**src/rtl/mux_rr_sched.sv**
```systemverilog
// rtl/mux_rr_sched.sv - round-robin scheduler steering a 32:1 mux select and capturing its output as a stream
// Optional feature: define MUX_RR_PRIO0_EN to give channel 0 absolute priority over the round robin.
module mux_rr_sched #(
   parameter int NUM_CH = 30,
   parameter int SEL_W  = 5,
   parameter int DATA_W = 2
) (
   input  logic              i_clk,
   input  logic              i_rst_n,
   input  logic [NUM_CH-1:0] i_req,
   output logic [NUM_CH-1:0] o_ack,
   output logic [SEL_W-1:0]  o_mux_sel,
   input  logic [DATA_W-1:0] i_mux_data,
   output logic              o_out_valid,
   input  logic              i_out_ready,
   output logic [DATA_W-1:0] o_out_data,
   output logic [SEL_W-1:0]  o_out_ch
);

   localparam logic [1:0] ST_IDLE   = 2'd0;
   localparam logic [1:0] ST_SETTLE = 2'd1;
   localparam logic [1:0] ST_SEND   = 2'd2;

   logic [1:0]       r_state;
   logic [SEL_W-1:0] r_ptr;
   logic [SEL_W-1:0] w_win;
   logic [SEL_W-1:0] w_next_ptr;
   logic             w_any;

   assign w_any = |i_req;

   // First set request at or after r_ptr, wrapping at NUM_CH-1.
   always_comb begin : p_arb
      logic             found;
      logic [SEL_W-1:0] idx;
      int               k;
      w_win = r_ptr;
      found = 1'b0;
      idx   = '0;
      k     = 0;
      for (int i = 0; i < NUM_CH; i++) begin
         k = int'(r_ptr) + i;
         if (k >= NUM_CH) k = k - NUM_CH;
         idx = SEL_W'(k);
         if (!found && i_req[idx]) begin
            w_win = idx;
            found = 1'b1;
         end
      end
`ifdef MUX_RR_PRIO0_EN
      if (i_req[0]) w_win = '0;
`endif
   end

`ifdef MUX_RR_PRIO0_EN
   assign w_next_ptr = (o_mux_sel == '0) ? r_ptr :
                       (o_mux_sel == SEL_W'(NUM_CH - 1)) ? '0 : o_mux_sel + 1'b1;
`else
   assign w_next_ptr = (o_mux_sel == SEL_W'(NUM_CH - 1)) ? '0 : o_mux_sel + 1'b1;
`endif

   always_ff @(posedge i_clk or negedge i_rst_n) begin
      if (!i_rst_n) begin
         r_state     <= ST_IDLE;
         r_ptr       <= '0;
         o_mux_sel   <= '0;
         o_ack       <= '0;
         o_out_valid <= 1'b0;
         o_out_data  <= '0;
         o_out_ch    <= '0;
      end else begin
         o_ack <= '0;
         case (r_state)
            ST_IDLE: begin
               if (w_any) begin
                  o_mux_sel <= w_win;
                  r_state   <= ST_SETTLE;
               end
            end
            ST_SETTLE: begin
               o_out_data  <= i_mux_data;
               o_out_ch    <= o_mux_sel;
               o_out_valid <= 1'b1;
               o_ack       <= NUM_CH'(1) << o_mux_sel;
               r_ptr       <= w_next_ptr;
               r_state     <= ST_SEND;
            end
            ST_SEND: begin
               if (o_out_valid && i_out_ready) begin
                  o_out_valid <= 1'b0;
                  if (w_any) begin
                     o_mux_sel <= w_win;
                     r_state   <= ST_SETTLE;
                  end else begin
                     r_state <= ST_IDLE;
                  end
               end
            end
            default: r_state <= ST_IDLE;
         endcase
      end
   end

endmodule

```
**config.mk**
```make
export PLATFORM = sky130hd
export DESIGN_NAME = mux_rr_sched
export DESIGN_NICKNAME = d
export VERILOG_FILES = /design/src/rtl/mux_rr_sched.sv
export SDC_FILE = /design/constraint.sdc
export NUM_CORES = 1
export LEC_CHECK = 0
export ABC_AREA = 1
export BUFFER_PORTS_ARGS = -buffer_cell sky130_fd_sc_hd__buf_2
export CAP_MARGIN = 0
export CORE_MARGIN = 1.5
export CORE_UTILIZATION = 40
export DETAILED_ROUTE_END_ITERATION = 8
export MAX_ROUTING_LAYER = met4
export PLACE_DENSITY_LB_ADDON = 0.08
export SLEW_MARGIN = 20
export SYNTH_ARGS = -nofsm -noshare
export SYNTH_HDL_FRONTEND = slang
export SYNTH_SLANG_ARGS = --single-unit
```
**constraint.sdc**
```tcl
create_clock -name i_clk -period 13.8 [get_ports i_clk]
set_clock_uncertainty 0.1 [all_clocks]
set_input_delay 1.38 -clock i_clk [delete_from_list [all_inputs] [get_ports i_clk]]
set_output_delay 1.38 -clock i_clk [all_outputs]
set_load 0.02 [all_outputs]
```
# After elaboration in Yosys (flattened, before gate mapping)
# Cells that the tools add are included.
word_totals:
  wordCells: 359
  regBits: 50
  output_inout_bits: 43
  input_bits: 35
classes:
  add_sub_neg: 60
  n_reduce_logical: 66
  n_eq_ne: 5
  n_lt_le_gt_ge: 60
  shifts: 1
  n_mux: 160
op_table:
  columns: ["cell", "count"]
  rows:
  - ["two-way mux 5 bit", 63]
  - ["less-than comparator 5 x 6 -> 1 bit, second input constant", 30]
  - [">= comparator 6 x 5 -> 1 bit, second input constant", 29]
  - ["binary-select mux 1 bit (select 5 bit)", 30]
  - ["subtractor 5 bit, second input constant", 30]
  - ["adder 5 x 5 -> 6 bit, second input constant", 14]
  - ["two-way mux 1 bit", 61]
  - ["adder 5 x 4 -> 6 bit, second input constant", 8]
  - ["logical AND 1 bit", 30]
  - ["two-way mux 30 bit", 1]
  - ["OR reduction 30 bit", 1]
  - ["<< shifter 1 x 5 -> 30 bit, first input constant", 1]
  - ["zero test 1 bit", 29]
  - ["adder 5 x 3 -> 6 bit, second input constant", 4]
  - ["adder 5 x 2 -> 6 bit, second input constant", 2]
  - ["case mux 5 bit (2 select lines)", 1]
  - ["adder 5 x 1 -> 6 bit, second input constant", 1]
  - ["case mux 2 bit (3 select lines)", 1]
  - ["AND reduction 2 bit", 3]
  - ["adder 5 x 1 -> 5 bit, second input constant", 1]
  - ["== test 5 bit, second input constant", 1]
  - [">= comparator 5 bit, second input constant", 1]
  - ["two-way mux 2 bit", 2]
  - ["inequality test 2 bit, second input constant", 2]
  - ["5 further kinds", 6]

# Depth between registers and ports, before layout
depth:
  word_depth: 95
  ltp_mapped: 56

# Least setup slack after synthesis
# No wires, ideal clock.
synth_timing:
  path_type: "register to register"
  startpoint: "register r_ptr[1]"
  endpoint: "register o_mux_sel[2]"
  synth_period_minus_slack_ns: 5.926
  t_arrival_ns: 5.708
  path_stages_with_launch: 40
  required_ns: 13.582
  slack_ns: 7.874
  setup_ns: 0.118
  path_cell_list: "dfrtp_1 > buf_2 > inv_2 > clkbuf_1 > ha_1 > buf_2 > inv_1 > clkbuf_1 > clkbuf_1 > ha_1 > xor2_1 > inv_1 > nand2_1 > o21ai_1 > nand3_1 > nand3_1 > nand2_2 > inv_2 > [4 not listed] > nor3_4 > nand3_2 > nor3_4 > nand3_2 > nor3_4 > nand3_2 > nor3_4 > nand2_2 > nor3_4 > nand2_2 > inv_2 > nand3_4 > a21oi_4 > nand4_4 > o21ai_2 > inv_1 > a21oi_1 > nor2_1"
synth_via:
  elab_chain_len: 95
  elab_cells_between_ends: 299
  cone_classes: "add/sub (59); order compare (30); mux (152); reduce/logical (58)"
synth_rtl:
  columns: ["element", "line", "source"]
  rows:
  - ["start, declared", "25", "logic [SEL_W-1:0] r_ptr;"]
  - ["start signal, assigned", "85", "r_ptr <= w_next_ptr;"]
  - ["parallel branches: the longest is 91 deep, another holds adder 5 x 1 -> 6 bit", null, null]
  - ["two-way mux 5 bit *", "45", "if (!found && i_req[idx]) begin"]
  - ["two-way mux 5 bit *", "75, 91", null]
  - ["two-way mux 5 bit", "89", "if (o_out_valid && i_out_ready) begin"]
  - ["case mux 5 bit (2 select lines) *", "73", "case (r_state)"]
  - ["end signal, assigned", "76", "o_mux_sel <= w_win;"]
  - ["end signal, assigned", "92", "o_mux_sel <= w_win;"]
  - ["end, declared", "12", "output logic [SEL_W-1:0] o_mux_sel,"]
# Mark *: on every way between the ends. The select of a mux whose other input is x is not followed.
# A chain may end at the register's enable or synchronous reset.

# Worst setup path in the final report
layout_timing:
  startpoint: "register r_ptr[4]"
  endpoint: "register o_mux_sel[1]"
# The elaborated chain is that of the path after synthesis.

==> results.py <==
metrics = {
    "status": {
        "status": "completed",
    },
    "synthesis": {
        "synthesis.nets": 2218,
        "synth_area_per_cell_um2": 5.32,
        "synth_cells": 2150,
        "ys_warn_count": 0,
        "ys_ff_latch": 50,
        "synth-edff-count": 0,
        "synthArstFlopShare": 1.00,
        "syn_area_mm2": 0.0114,
        "synth-main-ff-cell": "dfrtp_1",
        "synth-seq-area-share": 0.109,
        "synth_cell_types": 57,
    },
    "setup_path": {
        "slowest_delay_ps": 960,
        "endpoint_kind": "flip-flop",
        "start_kind": "flip-flop",
        "slowest_stage": "dfrtp_1",
        "critPathMaxFanout": 19,
        "arrival_ps": 6900,
        "cp.required_ps": 13880,
        "crit_type": "reg2reg",
        "cp_common_cell": "nor3_4",
    },
    "clocking": {
        "cts_tree": "yes",
        "clk_latency_ps": 300,
        "cts_resized": 0,
        "h-tree-depth": 2,
        "cts_buffers": 5,
        "cts_hold_buf": 0,
        "cts.clk_slew.worst_paths_ps": 70,
        "clockBufferDepth": 2,
        "root_buffer": "clkbuf_16",
        "cts.sinks": 50,
        "cts_setup_buffers": 0,
    },
    "floorplanning": {
        "coreArea_mm2": 0.0279,
        "die-area_mm2": 0.0296,
        "die_h_um": 172,
        "die_x_um": 172,
        "core.rowCount": 61,
        "initial_utilization": 0.409,
        "ios": 78,
    },
    "finish": {
        "fill_cells": 3197,
        "drive_above_1_share": 0.0976,
        "final-seq-area_mm2": 0.00125,
        "mostFrequentLayoutCells": "nand2_1 (614), inv_1 (294), o21ai_0 (293)",
        "final_nets": 2269,
        "synthToLayoutAreaGrowth_pct": 8.42,
        "multi_input_area_mm2": 0.00865,
        "fin_util": 0.444,
        "mostFrequentLayoutCell": "nand2_1",
    },
    "sta": {
        "fmax_mhz": 147,
        "period_share": 0.494,
        "relSlewSlack": 0.193,
        "rsz0062_at_grt": "no",
        "report.final.slew_viol_count": 0,
        "fin_tns_setup_ps": 0,
        "hold_viol": 0,
        "period_minus_slack_ps": 6820,
        "worst_pin_slew_ps": 1200,
        "setup_viol": 0,
    },
    "power_and_ir_drop": {
        "switching_power_uw": 137,
        "clockPowerShare": 0.363,
        "p_comb_frac": 0.275,
        "ir_drop_mv": 0.0744,
        "power.density_mw_per_mm2": 32.7,
        "leakagePower_nw": 6.28,
        "netSwitchingFraction": 0.338,
        "internal_power_uw": 268,
        "seq_power_share": 0.362,
    },
    "route": {
        "num_vias": 14887,
        "wl_per_cell_um": 20.8,
        "route.detailed.drc": 0,
        "drtAntennaViolNets": 0,
        "firstDrtPassIters": 6,
        "routed_wl_mm": 53.7,
        "drt-initial-drc-count": 1886,
        "viasPerCell": 5.77,
    },
    "global_route": {
        "track_usage": 0.370,
        "met1_usage": 0.458,
        "grt_pass1_wl_mm": 79.7,
        "met3_usage": 0.0497,
        "grt_max_degree": 76,
        "antenna_found_initial": 1,
        "grtUsageMet2": 0.589,
        "top_usage_layer": "met2",
        "grt_pass1_vias": 13462,
        "grt_overflow": 0,
    },
    "placed_design": {
        "gp_congestion": 1.04,
        "dp_hpwl_mm": 41.6,
        "io_buffers": 77,
    },
    "job": {
        "maxCapViolations": 0,
    },
    "min_path": {
        "holdCritPathClass": "reg2reg",
    },
}
-- flip-flops by register name, summed over array words and instances, names as in the netlist --
register	cells
o_mux_sel	5
r_state	2
r_ptr	5
o_ack	30
o_out_valid	1
o_out_ch	5
o_out_data	2
-- layout make-up --
cell class                      count  share of cell area
Clock buffer                        6              0.0112
Tap cell                          378              0.0381
Inverter                          332               0.101
Multi-Input combinational cell   1707               0.698
Sequential cell                    50               0.101
Antenna cell                        1            0.000202
Clock inverter                      2             0.00313
Timing Repair Buffer              105              0.0480
-- worst paths after layout --
path,to,slack [ps],depth (start not counted),startpoint
hold / removal,o_out_data[1]$_DFFE_PN0P_,370,2,o_out_data[1]$_DFFE_PN0P_
max in group asynchronous,r_ptr[0]$_DFFE_PN0P_,12030,2,i_rst_n
hold reg to reg,o_out_data[1]$_DFFE_PN0P_,370,2,o_out_data[1]$_DFFE_PN0P_
setup / recovery,o_mux_sel[1]$_DFFE_PN0P_,6980,30,r_ptr[4]$_DFFE_PN0P_
setup reg to reg,o_mux_sel[1]$_DFFE_PN0P_,6980,30,r_ptr[4]$_DFFE_PN0P_
min in group asynchronous,o_ack[7]$_DFF_PN0_,1080,2,i_rst_n
-- routing by layer --
metal	wire [µm]	up-vias
met5	0	-
met4	2840	0
met3	4950	156
met2	24100	798
met1	21800	6724
li1	-	7209
-- power groups by stage --
| stage | clock network (mW) | logic (mW) | registers [mW] |
|---|---|---|---|
| floorplan | 0 | 0.0590 | 0.149 |
| global placement | 0 | 0.107 | 0.149 |
| detailed placement | 0 | 0.107 | 0.149 |
| CTS | 0.149 | 0.107 | 0.146 |
| global route | 0.154 | 0.120 | 0.146 |
| finish | 0.147 | 0.112 | 0.146 |
-- stage by stage --
step / total power, mW / cells / worst slack (ps) / hold WS, ps / area (µm²)
final: 0.405 / 2581 / 6980 / 366 / 12400
after floorplan: 0.208 / 2150 / 7870 / 399 / 11400
after CTS: 0.403 / 2580 / 7160 / 373 / 12400
after global routing: 0.420 / 2581 / 6540 / 416 / 12400
after detailed placement: 0.256 / 2572 / 7180 / 358 / 12200
after global placement: 0.256 / 2572 / 7270 / 350 / 12200
-- cell families (layout without fill, tap and decap cells) --
family	after synthesis	count (layout)	synth area share
mux	1	1	0.000875
other cells	0	1	0
buf+inv	393	445	0.135
simple gates	1066	1066	0.405
fa+ha+maj	33	33	0.0361
compound gates	573	573	0.286
flops	50	50	0.109
xor+xnor	34	34	0.0280
-- worst max-delay path: cells and delay by family, from the launching register on --
kind            cells  cell delay, ps
compound gates      3            1230
buf+inv             5             570
fa+ha+maj           1             880
flops               1             960
simple gates       21            2930
-- cells in the mapped netlist (3+ instances only) --
master    count  share of area
a31oi_1       8         0.0044
nor3_1       16         0.0070
dfrtp_1      50           0.11
o311ai_0      8         0.0061
o221ai_1     15          0.011
inv_2        26         0.0085
buf_1         3        0.00098
nor2_4        3         0.0030
clkbuf_1     31          0.010
nor3_4        5         0.0071
o21ai_2       7         0.0054
a211oi_1      8         0.0053
nor2_1      168          0.055
o31ai_1       5         0.0033
o21a_1        6         0.0039
o22ai_1      13         0.0071
nand3_1     184          0.081
nor4_1        8         0.0044
or2_2         7         0.0038
nand2_2      23          0.013
nand2_1     614           0.20
a21oi_1      81          0.035
nand3_2      10         0.0088
o21ai_0     293           0.13
inv_1       294          0.096
xnor2_1       4         0.0031
xor2_1       27          0.021
buf_2        18         0.0079
buf_4         7         0.0046
nand4_1       9         0.0049
xor2_2        3         0.0043
o21ai_1      53          0.023
ha_1         33          0.036
nand2_4       5         0.0049
nor2_2        5         0.0027
clkinv_1     11         0.0036
o211ai_1     62          0.041
No activity file was read; power rests on OpenSTA's default activity.
